File: config.mk
export PLATFORM = sky130hd
export DESIGN_NAME = mul_q10_arbiter
export DESIGN_NICKNAME = d
export VERILOG_FILES = /design/src/rtl/mul_q10_arbiter.sv
export SDC_FILE = /design/constraint.sdc
export NUM_CORES = 2
export LEC_CHECK = 0
export ABC_CLOCK_PERIOD_IN_PS = 13900
export CORE_ASPECT_RATIO = 0.5
export CORE_UTILIZATION = 33
export DETAILED_ROUTE_END_ITERATION = 6
export GPL_ROUTABILITY_DRIVEN = 0
export PLACE_DENSITY_LB_ADDON = 0.15
export RECOVER_POWER = 100
export SLEW_MARGIN = 5
export SYNTH_ARGS = -nofsm -noshare
export SYNTH_HDL_FRONTEND = slang
export SYNTH_SLANG_ARGS = --single-unit
File: constraint.sdc
create_clock -name clock -period 13.9 [get_ports clock]
set_input_delay 1.39 -clock clock [delete_from_list [all_inputs] [get_ports clock]]
set_output_delay 1.39 -clock clock [all_outputs]
set_load 0.02 [all_outputs]
File: src/rtl/mul_q10_arbiter.sv
// rtl/mul_q10_arbiter.sv - round-robin arbiter and sequencer for one shared pipelined Q10 multiplier
// Optional build macro: MUL_Q10_SAT_EN clamps results to the signed DATA_WIDTH range instead of wrapping.

module mul_q10_arbiter #(
  parameter int NUM_REQ     = 4,
  parameter int PIPE_STAGES = 2,
  parameter int DATA_WIDTH  = 32,
  parameter int FRAC_BITS   = 10
) (
  input  logic                          clock,
  input  logic                          reset_n,
  input  logic                          stall,
  input  logic [NUM_REQ-1:0]            req_valid,
  output logic [NUM_REQ-1:0]            req_ready,
  input  logic [NUM_REQ*DATA_WIDTH-1:0] req_a,
  input  logic [NUM_REQ*DATA_WIDTH-1:0] req_b,
  output logic [NUM_REQ-1:0]            rsp_valid,
  output logic [DATA_WIDTH-1:0]         rsp_data,
  output logic                          busy
);

  localparam int IW = $clog2(NUM_REQ);
  localparam int PW = 2 * DATA_WIDTH;
  localparam logic [PW-1:0] RND_BIAS = (PW'(1) << FRAC_BITS) - PW'(1);

  // ---------------------------------------------------------------------------
  // Arbitration
  // ---------------------------------------------------------------------------
  logic [IW-1:0] ptr_q, ptr_d;
  logic [IW-1:0] gnt_idx;
  logic          gnt_any;
  logic          accept;

  // Search upward from the requester just past the last one granted.
  always_comb begin
    int cand;
    logic [IW-1:0] cand_idx;
    gnt_idx  = '0;
    gnt_any  = 1'b0;
    cand     = 0;
    cand_idx = '0;
    for (int k = 1; k <= NUM_REQ; k++) begin
      cand = int'(ptr_q) + k;
      if (cand >= NUM_REQ) begin
        cand = cand - NUM_REQ;
      end
      cand_idx = IW'(cand);
      if (!gnt_any && req_valid[cand_idx]) begin
        gnt_any = 1'b1;
        gnt_idx = cand_idx;
      end
    end
  end

  assign accept = reset_n && !stall && gnt_any;

  // One-hot grant; withheld during reset and stall.
  always_comb begin
    req_ready = '0;
    if (accept) begin
      req_ready[gnt_idx] = 1'b1;
    end
  end

  // Pointer moves only when a transfer actually happens.
  always_comb begin
    ptr_d = accept ? gnt_idx : ptr_q;
  end

  // Pointer register; reset leaves requester 0 as the first candidate.
  always_ff @(posedge clock) begin
    if (!reset_n) begin
      ptr_q <= IW'(NUM_REQ - 1);
    end else begin
      ptr_q <= ptr_d;
    end
  end

  // ---------------------------------------------------------------------------
  // Stage 0: operand capture
  // ---------------------------------------------------------------------------
  logic                  s0_v_q, s0_v_d;
  logic [IW-1:0]         s0_tag_q, s0_tag_d;
  logic [DATA_WIDTH-1:0] s0_a_q, s0_a_d;
  logic [DATA_WIDTH-1:0] s0_b_q, s0_b_d;

  // Capture the granted operands and their owner; everything holds while stalled.
  always_comb begin
    s0_v_d   = s0_v_q;
    s0_tag_d = s0_tag_q;
    s0_a_d   = s0_a_q;
    s0_b_d   = s0_b_q;
    if (!stall) begin
      s0_v_d = accept;
      if (accept) begin
        s0_tag_d = gnt_idx;
        s0_a_d   = req_a[gnt_idx*DATA_WIDTH +: DATA_WIDTH];
        s0_b_d   = req_b[gnt_idx*DATA_WIDTH +: DATA_WIDTH];
      end
    end
  end

  // Stage 0 registers.
  always_ff @(posedge clock) begin
    if (!reset_n) begin
      s0_v_q   <= 1'b0;
      s0_tag_q <= '0;
      s0_a_q   <= '0;
      s0_b_q   <= '0;
    end else begin
      s0_v_q   <= s0_v_d;
      s0_tag_q <= s0_tag_d;
      s0_a_q   <= s0_a_d;
      s0_b_q   <= s0_b_d;
    end
  end

  // ---------------------------------------------------------------------------
  // Multiply and dequantize
  // ---------------------------------------------------------------------------
  logic signed [PW-1:0]  op_a_ext, op_b_ext;
  logic signed [PW-1:0]  prod, biased;
  logic [DATA_WIDTH-1:0] res_c;
`ifdef MUL_Q10_SAT_EN
  localparam logic signed [PW-1:0] SAT_MAX = {{(DATA_WIDTH+1){1'b0}}, {(DATA_WIDTH-1){1'b1}}};
  localparam logic signed [PW-1:0] SAT_MIN = {{(DATA_WIDTH+1){1'b1}}, {(DATA_WIDTH-1){1'b0}}};
  logic signed [PW-1:0]  shifted;
`endif

  // Full signed product; negative values are biased so the arithmetic shift truncates toward zero.
  always_comb begin
    op_a_ext = {{DATA_WIDTH{s0_a_q[DATA_WIDTH-1]}}, s0_a_q};
    op_b_ext = {{DATA_WIDTH{s0_b_q[DATA_WIDTH-1]}}, s0_b_q};
    prod     = op_a_ext * op_b_ext;
    biased   = prod[PW-1] ? (prod + $signed(RND_BIAS)) : prod;
`ifdef MUL_Q10_SAT_EN
    shifted  = biased >>> FRAC_BITS;
    if (shifted > SAT_MAX) begin
      res_c = {1'b0, {(DATA_WIDTH-1){1'b1}}};
    end else if (shifted < SAT_MIN) begin
      res_c = {1'b1, {(DATA_WIDTH-1){1'b0}}};
    end else begin
      res_c = shifted[DATA_WIDTH-1:0];
    end
`else
    res_c    = DATA_WIDTH'(biased >>> FRAC_BITS);
`endif
  end

  // ---------------------------------------------------------------------------
  // Result stages and output
  // ---------------------------------------------------------------------------
  logic          last_v;
  logic [IW-1:0] last_tag;
  logic          stage_busy;

  generate
    if (PIPE_STAGES == 1) begin : g_direct
      assign last_v     = s0_v_q;
      assign last_tag   = s0_tag_q;
      assign rsp_data   = res_c;
      assign stage_busy = 1'b0;
    end else begin : g_stages
      localparam int RS = PIPE_STAGES - 1;
      logic [RS-1:0]         v_q, v_d;
      logic [IW-1:0]         tag_q [RS];
      logic [IW-1:0]         tag_d [RS];
      logic [DATA_WIDTH-1:0] res_q [RS];
      logic [DATA_WIDTH-1:0] res_d [RS];

      // Shift entries one stage per unstalled cycle; data follows only valid entries so rsp_data keeps its last result.
      always_comb begin
        v_d   = v_q;
        tag_d = tag_q;
        res_d = res_q;
        if (!stall) begin
          v_d[0] = s0_v_q;
          if (s0_v_q) begin
            tag_d[0] = s0_tag_q;
            res_d[0] = res_c;
          end
          for (int k = 1; k < RS; k++) begin
            v_d[k] = v_q[k-1];
            if (v_q[k-1]) begin
              tag_d[k] = tag_q[k-1];
              res_d[k] = res_q[k-1];
            end
          end
        end
      end

      // Result stage registers; reset drops any in-flight work.
      always_ff @(posedge clock) begin
        if (!reset_n) begin
          v_q <= '0;
          for (int k = 0; k < RS; k++) begin
            tag_q[k] <= '0;
            res_q[k] <= '0;
          end
        end else begin
          v_q   <= v_d;
          tag_q <= tag_d;
          res_q <= res_d;
        end
      end

      assign last_v     = v_q[RS-1];
      assign last_tag   = tag_q[RS-1];
      assign rsp_data   = res_q[RS-1];
      assign stage_busy = |v_q;
    end
  endgenerate

  // Route the finished entry back to its owner; suppressed while stalled so it is presented exactly once.
  always_comb begin
    rsp_valid = '0;
    if (last_v && !stall) begin
      rsp_valid[last_tag] = 1'b1;
    end
  end

  assign busy = s0_v_q | stage_busy;

endmodule

Yosys cells after proc, flatten, opt, wreduce, memory -nomap -nowiden. Cells that the tools add are included.

Memory bits (writable): 0. Register bits: 104. Latch bits: 0. Memories kept: 0. Input port bits: 263. ROM bits: 0.

Order comparisons: 12. Div/mod/pow operators: 0. Shift-type cells: 2. Reductions and logical operators: 14. Add/sub/neg operators: 9. Bitwise operators: 2. Eq/ne operators: 0. Multiply operators: 1. Mux-type cells: 27.

Operators with widths (number): variable part select 128 x 8 -> 32 bit (2); multiplier 32 x 32 -> 64 bit (1); adder 42 x 11 -> 42 bit, second input constant (1); 2-to-1 mux 42 bit (1); < comparator 2 x 3 -> 1 bit, second input constant (6); 2-to-1 mux 2 bit (8); 2-to-1 mux 1 bit (10); greater-or-equal comparator 3 bit, second input constant (3); binary-select mux 1 bit (select 2 bit) (4); logical AND 1 bit (8); 2-to-1 mux 4 bit (2); subtractor 2 x 1 -> 2 bit, second input constant (4); adder 2 x 2 -> 3 bit, second input constant (2); adder 2 x 3 -> 4 bit, second input constant (1); demux 1 bit (select 2 bit) (2); greater-or-equal comparator 2 x 1 -> 1 bit, second input constant (2); greater-or-equal comparator 4 x 3 -> 1 bit, second input constant (1); logical NOT 1 bit (4); AND reduction 2 bit (2); adder 2 x 1 -> 3 bit, second input constant (1); NOT 1 bit (1); OR 1 bit (1).

Longest topological paths before layout.
Word-level depth: 20. Gate-level depth with buffers: 32. Gate-level depth less buffers: 30.

Least setup slack after synthesis. Ideal clock, no wire load.

Path type: reg-to-reg. Start: register s0_a_q[31]. End: register g_stages.res_q (netlist bit rsp_data[26]). Path slack: 5.424 ns. Setup time: 0.074 ns. Path buffers: 2. Data required time: 13.826 ns. Stages on the path, launching flop included: 25. Data arrival time: 8.402 ns. Period minus slack after synthesis: 8.476 ns. Path through: dfxtp_1 -> clkbuf_1 -> nand2_1 -> inv_1 -> fa_1 -> fa_1 -> fa_1 -> fa_1 -> fa_1 -> inv_1 -> fa_1 -> fa_1 -> fa_1 -> inv_1 -> ha_1 -> a2111oi_0 -> o21ai_0 -> a221o_1 -> a21o_1 -> a22oi_2 -> nand4_2 -> or3_1 -> buf_6 -> or4_1 -> a31oi_1.

Cells in the longest elaborated chain, start to end: 3.

Ends and longest elaborated chain: start: declaration (RTL line 84) `logic [DATA_WIDTH-1:0] s0_a_q, s0_a_d;`; start signal: assignment (RTL line 108) `s0_a_q <= '0;`; start signal: assignment (RTL line 113) `s0_a_q <= s0_a_d;`; multiplier 32 x 32 -> 64 bit * (RTL line 134) `prod = op_a_ext * op_b_ext;`; adder 42 x 11 -> 42 bit (RTL line 135) `biased = prod[PW-1] ? (prod + $signed(RND_BIAS)) : prod;`; 2-to-1 mux 42 bit * (RTL line 135); end signal: assignment (RTL line 203) `res_q <= res_d;`; end: declaration (RTL line 168) `logic [DATA_WIDTH-1:0] res_q [RS];`.

Mark *: on every way between the ends. The rest lies on a longest branch, timed or not. A chain may end at the register's enable or synchronous reset.

Worst setup path after layout.
Start: register s0_b_q[8]. End: register g_stages.res_q (netlist bit rsp_data[6]).

Cells in the longest elaborated chain, start to end: 3.

Ends and longest elaborated chain: start: declaration (RTL line 85) `logic [DATA_WIDTH-1:0] s0_b_q, s0_b_d;`; start signal: assignment (RTL line 109) `s0_b_q <= '0;`; start signal: assignment (RTL line 114) `s0_b_q <= s0_b_d;`; multiplier 32 x 32 -> 64 bit * (RTL line 134); adder 42 x 11 -> 42 bit (RTL line 135); 2-to-1 mux 42 bit * (RTL line 135).

Marks and branches as above.

==> metrics.cfg <==
[yosys]
yosysWarningCount=0
postSynthNetCount=6360
synth_sequential_area_ratio_pct=4.93
ys_dominant_reg_cell=sky130_fd_sc_hd__dfxtp_1
async_flop_share_pct=0
synth_area_mm2=0.0423
synth_enable_flop_cells=0
synthesis.instances=4831
synth.avg_cell_area_um2=8.75
ys_seq_elements=104
ys_types=83

[sta]
setup_viol=0
fin_hold_viols=0
holdWs_ns=0.460
grt_setup_unrepaired=no
worst_tran_pin_value_ns=4.31
final.setup_skew_ns=0.0192
slew_viol_final=223
max_freq_mhz=89.3
timing.max_slew.rel_slack_pct=-187
timing.setup.tns_ns=0
period_share_pct=80.6
finalCriticalPeriod_ns=11.20

[worst_setup_path]
rr_endpoint=rsp_data[6]
path_max_fanout=32
reg2reg_from=s0_b_q[8]
timing.critical_path.arrival_ns=11.52
critical_path_required_ns=14.23
timing.setup.critical_path_class=register to register
crit_path_start=s0_b_q[8]
reg2regPathDepth=24
critical_path.endpoint=rsp_data[6]
minimum_setup_slack_among_reg_to_reg_paths_ns=2.70
worstSetupEndpointType=register
worstSetupStartpointType=register

[status]
outcome=finished, violations left
violations=capacitance limit, slew limit

[power_and_ir_drop]
cellPowerDensity_mw_per_mm2=186
p_clk_share_pct=3.3
max-vdd-ir-drop_mv=0.313
power.share.combinational_pct=91.8
p_leak_nw=21.9
intPower_w=0.00356
netSwitchingPower_w=0.00523
seq_power_share_pct=4.9
switching_share_pct=59.5

[cts]
number_of_post_cts_setup_repair_buffers=0
cts_repair_resize_count=0
tritoncts_buffers=9
clk_transition_reported_paths_ns=0.09
cts_tree=done
cts_htree_levels=3
cts.hold.buffers_added=0
cts_root_buf=sky130_fd_sc_hd__clkbuf_16
clock-sinks=104
cts.path.max_buffers=2
clock_latency_on_the_worst_skew_pair_ns=0.42

[detailed_routing]
drc_viols=0
via_count=32000
detailed_route_iter0_violations=1647
drt-wirelength-per-cell_um=19.2
drt_pre_antenna_iters=5
detail-route-antenna-nets=0
via_density=4.82
wl_um=127000

[flow_run]
maxCapViolCount=4

[global_route]
grt_antenna_before_repair=3
use_met1_pct=25.8
remaining_global_route_overflow=0
met3_usage_pct=2.16
grt_most_used_layer=met2
grt_util_met2_pct=38.0
grt_pass1_vias=35300
global_route_wire_length_before_repair_um=205000
largest_net_degree_at_the_start_of_global_routing=115
grt_usage_pct=20.7

[die]
rows=92
pin_count=304
core-area_mm2=0.127
die-height_um=255
die_area_mm2=0.130
die_width_um=508
initial_core_util_pct=33.4

[place]
dp_hpwl_um=105000
io_buffer_count=303
post-place-cells=6614

[worst_hold_path]
min-delay-start=rsp_data[18]
holdCritPathClass=register to register

[cells_and_area]
finalNetCount=6462
post_synthesis_to_final_layout_area_growth_pct=11.6
final_layout_size_suffix_gt1_share_pct=2.35
instances_no_fill=6635

## worst min path at each step
stage,to,slack (ns),depth (start not counted)
detailed placement,rsp_data[18],0.45,2
global route,rsp_data[18],0.48,2
global placement,rsp_data[18],0.45,2
finish,rsp_data[18],0.46,2
CTS,rsp_data[18],0.47,2
floorplan,g_stages.tag_q[0],0.43,2
## layout make-up
class | count | area (um2)
Inverter | 1026 | 3850
Sequential cell | 104 | 2100
Fill cell | 13000 | 79300
Timing Repair Buffer | 370 | 3520
Tap cell | 1692 | 2120
Clock inverter | 7 | 93.8
Multi-Input combinational cell | 3422 | 35300
Clock buffer | 9 | 225
Antenna cell | 5 | 12.5
## cells in the mapped netlist (39+ instances only)
cell type                  instances  area [um2]
sky130_fd_sc_hd__nand2_1         829        3110
sky130_fd_sc_hd__nor2_1           56         210
sky130_fd_sc_hd__o21ai_0         178         891
sky130_fd_sc_hd__a21oi_1          56         280
sky130_fd_sc_hd__nand2b_1         39         244
sky130_fd_sc_hd__inv_1          1026        3850
sky130_fd_sc_hd__ha_1            184        2300
sky130_fd_sc_hd__clkbuf_1        267        1000
sky130_fd_sc_hd__dfxtp_1         104        2080
sky130_fd_sc_hd__nand3_1         149         746
sky130_fd_sc_hd__and2_1          558        3490
sky130_fd_sc_hd__fa_1           1082       21700
## metal layers
metal  share of wire, %  vias to the layer above  wire [um]
li1                   -                    14400          -
met2                 52                      563      65600
met1                 43                    16900      54400
met4                2.6                        0       3320
met5                  0                        -          0
met3                3.1                      134       3930
## stage by stage
step | util [%] | setup slack (ns) | power (W) | cell area, um2
after CTS | 37.3 | 4.48 | 0.00891 | 47200
final | 37.3 | 2.70 | 0.00879 | 47200
after global placement | 37.1 | 4.67 | 0.00850 | 46900
after floorplan | - | 5.42 | 0.00605 | 42300
after detailed placement | 37.1 | 4.56 | 0.00857 | 46900
after global routing | 37.3 | 1.99 | 0.00983 | 47200
## placed cells by master (no fill, tap or decap), types with 7 or more instances in the layout
cell type / count
sky130_fd_sc_hd__dlygate4sd3_1: 42
sky130_fd_sc_hd__a21oi_1: 56
sky130_fd_sc_hd__buf_4: 65
sky130_fd_sc_hd__clkbuf_16: 9
sky130_fd_sc_hd__dfxtp_2: 13
sky130_fd_sc_hd__nor2_1: 56
sky130_fd_sc_hd__o211ai_1: 7
sky130_fd_sc_hd__o21ai_0: 178
sky130_fd_sc_hd__nand2_1: 829
sky130_fd_sc_hd__a21o_1: 22
sky130_fd_sc_hd__nor3_1: 21
sky130_fd_sc_hd__xnor2_1: 38
sky130_fd_sc_hd__clkdlybuf4s50_1: 260
sky130_fd_sc_hd__or3_1: 10
sky130_fd_sc_hd__a211oi_1: 16
sky130_fd_sc_hd__and3_1: 12
sky130_fd_sc_hd__xor2_1: 20
sky130_fd_sc_hd__nor2b_1: 7
sky130_fd_sc_hd__a31oi_1: 11
sky130_fd_sc_hd__o21a_1: 7
sky130_fd_sc_hd__nand2b_1: 39
sky130_fd_sc_hd__ha_1: 184
sky130_fd_sc_hd__dfxtp_1: 91
sky130_fd_sc_hd__and2_1: 555
sky130_fd_sc_hd__and4_1: 7
sky130_fd_sc_hd__inv_1: 1026
sky130_fd_sc_hd__nand4_1: 16
sky130_fd_sc_hd__fa_1: 1082
sky130_fd_sc_hd__nand3_1: 149
## flip-flops by register name (all words and copies together), names as in the netlist
| name | flops |
|---|---|
| g_stages.tag_q | 2 |
| rsp_data | 32 |
| s0_a_q | 32 |
| s0_tag_q | 2 |
| s0_b_q | 32 |
| ptr_q | 2 |
| g_stages.v_q | 1 |
| s0_v_q | 1 |
## critical path, stage by stage (launching register included)
cell                        delay (ns)
sky130_fd_sc_hd__dfxtp_1          0.33
sky130_fd_sc_hd__clkbuf_1         1.45
sky130_fd_sc_hd__and2_0           0.44
sky130_fd_sc_hd__fa_1             0.62
sky130_fd_sc_hd__fa_1             0.67
sky130_fd_sc_hd__fa_1             1.03
sky130_fd_sc_hd__fa_1             0.54
sky130_fd_sc_hd__inv_1            0.10
sky130_fd_sc_hd__fa_1             0.41
sky130_fd_sc_hd__fa_1             0.51
sky130_fd_sc_hd__fa_1             0.43
sky130_fd_sc_hd__fa_1             0.51
sky130_fd_sc_hd__inv_1            0.04
sky130_fd_sc_hd__ha_1             0.28
sky130_fd_sc_hd__a21oi_1          0.13
sky130_fd_sc_hd__o21ai_0          0.15
sky130_fd_sc_hd__a2111oi_0        0.46
sky130_fd_sc_hd__o21bai_1         0.17
sky130_fd_sc_hd__a21o_1           0.18
sky130_fd_sc_hd__a22oi_1          0.85
sky130_fd_sc_hd__nand2_1          0.47
sky130_fd_sc_hd__nor4_1           0.72
sky130_fd_sc_hd__nand2_1          0.14
sky130_fd_sc_hd__xor2_1           0.17
sky130_fd_sc_hd__a211oi_1         0.24
## power groups by stage
stage          sequential (W)  clock, W  combinational (W)
2_1_floorplan        0.000410         0            0.00564
3_3_place_gp         0.000437         0            0.00806
3_5_place_dp         0.000439         0            0.00813
4_1_cts              0.000432  0.000306            0.00817
5_1_grt              0.000440  0.000314            0.00908
6_report             0.000432  0.000292            0.00806
## kinds of logic after synthesis
group | synth area share, %
AO/OA/AOI/OAI | 5.14
XOR/XNOR | 1.25
AND/OR/NAND/NOR | 20.2
adder cells (fa/ha/maj) | 56.7
flip-flops | 4.93
buffers and inverters | 11.7
multiplexers | 0.154
Note: power is estimated with default switching activity, not from simulation.
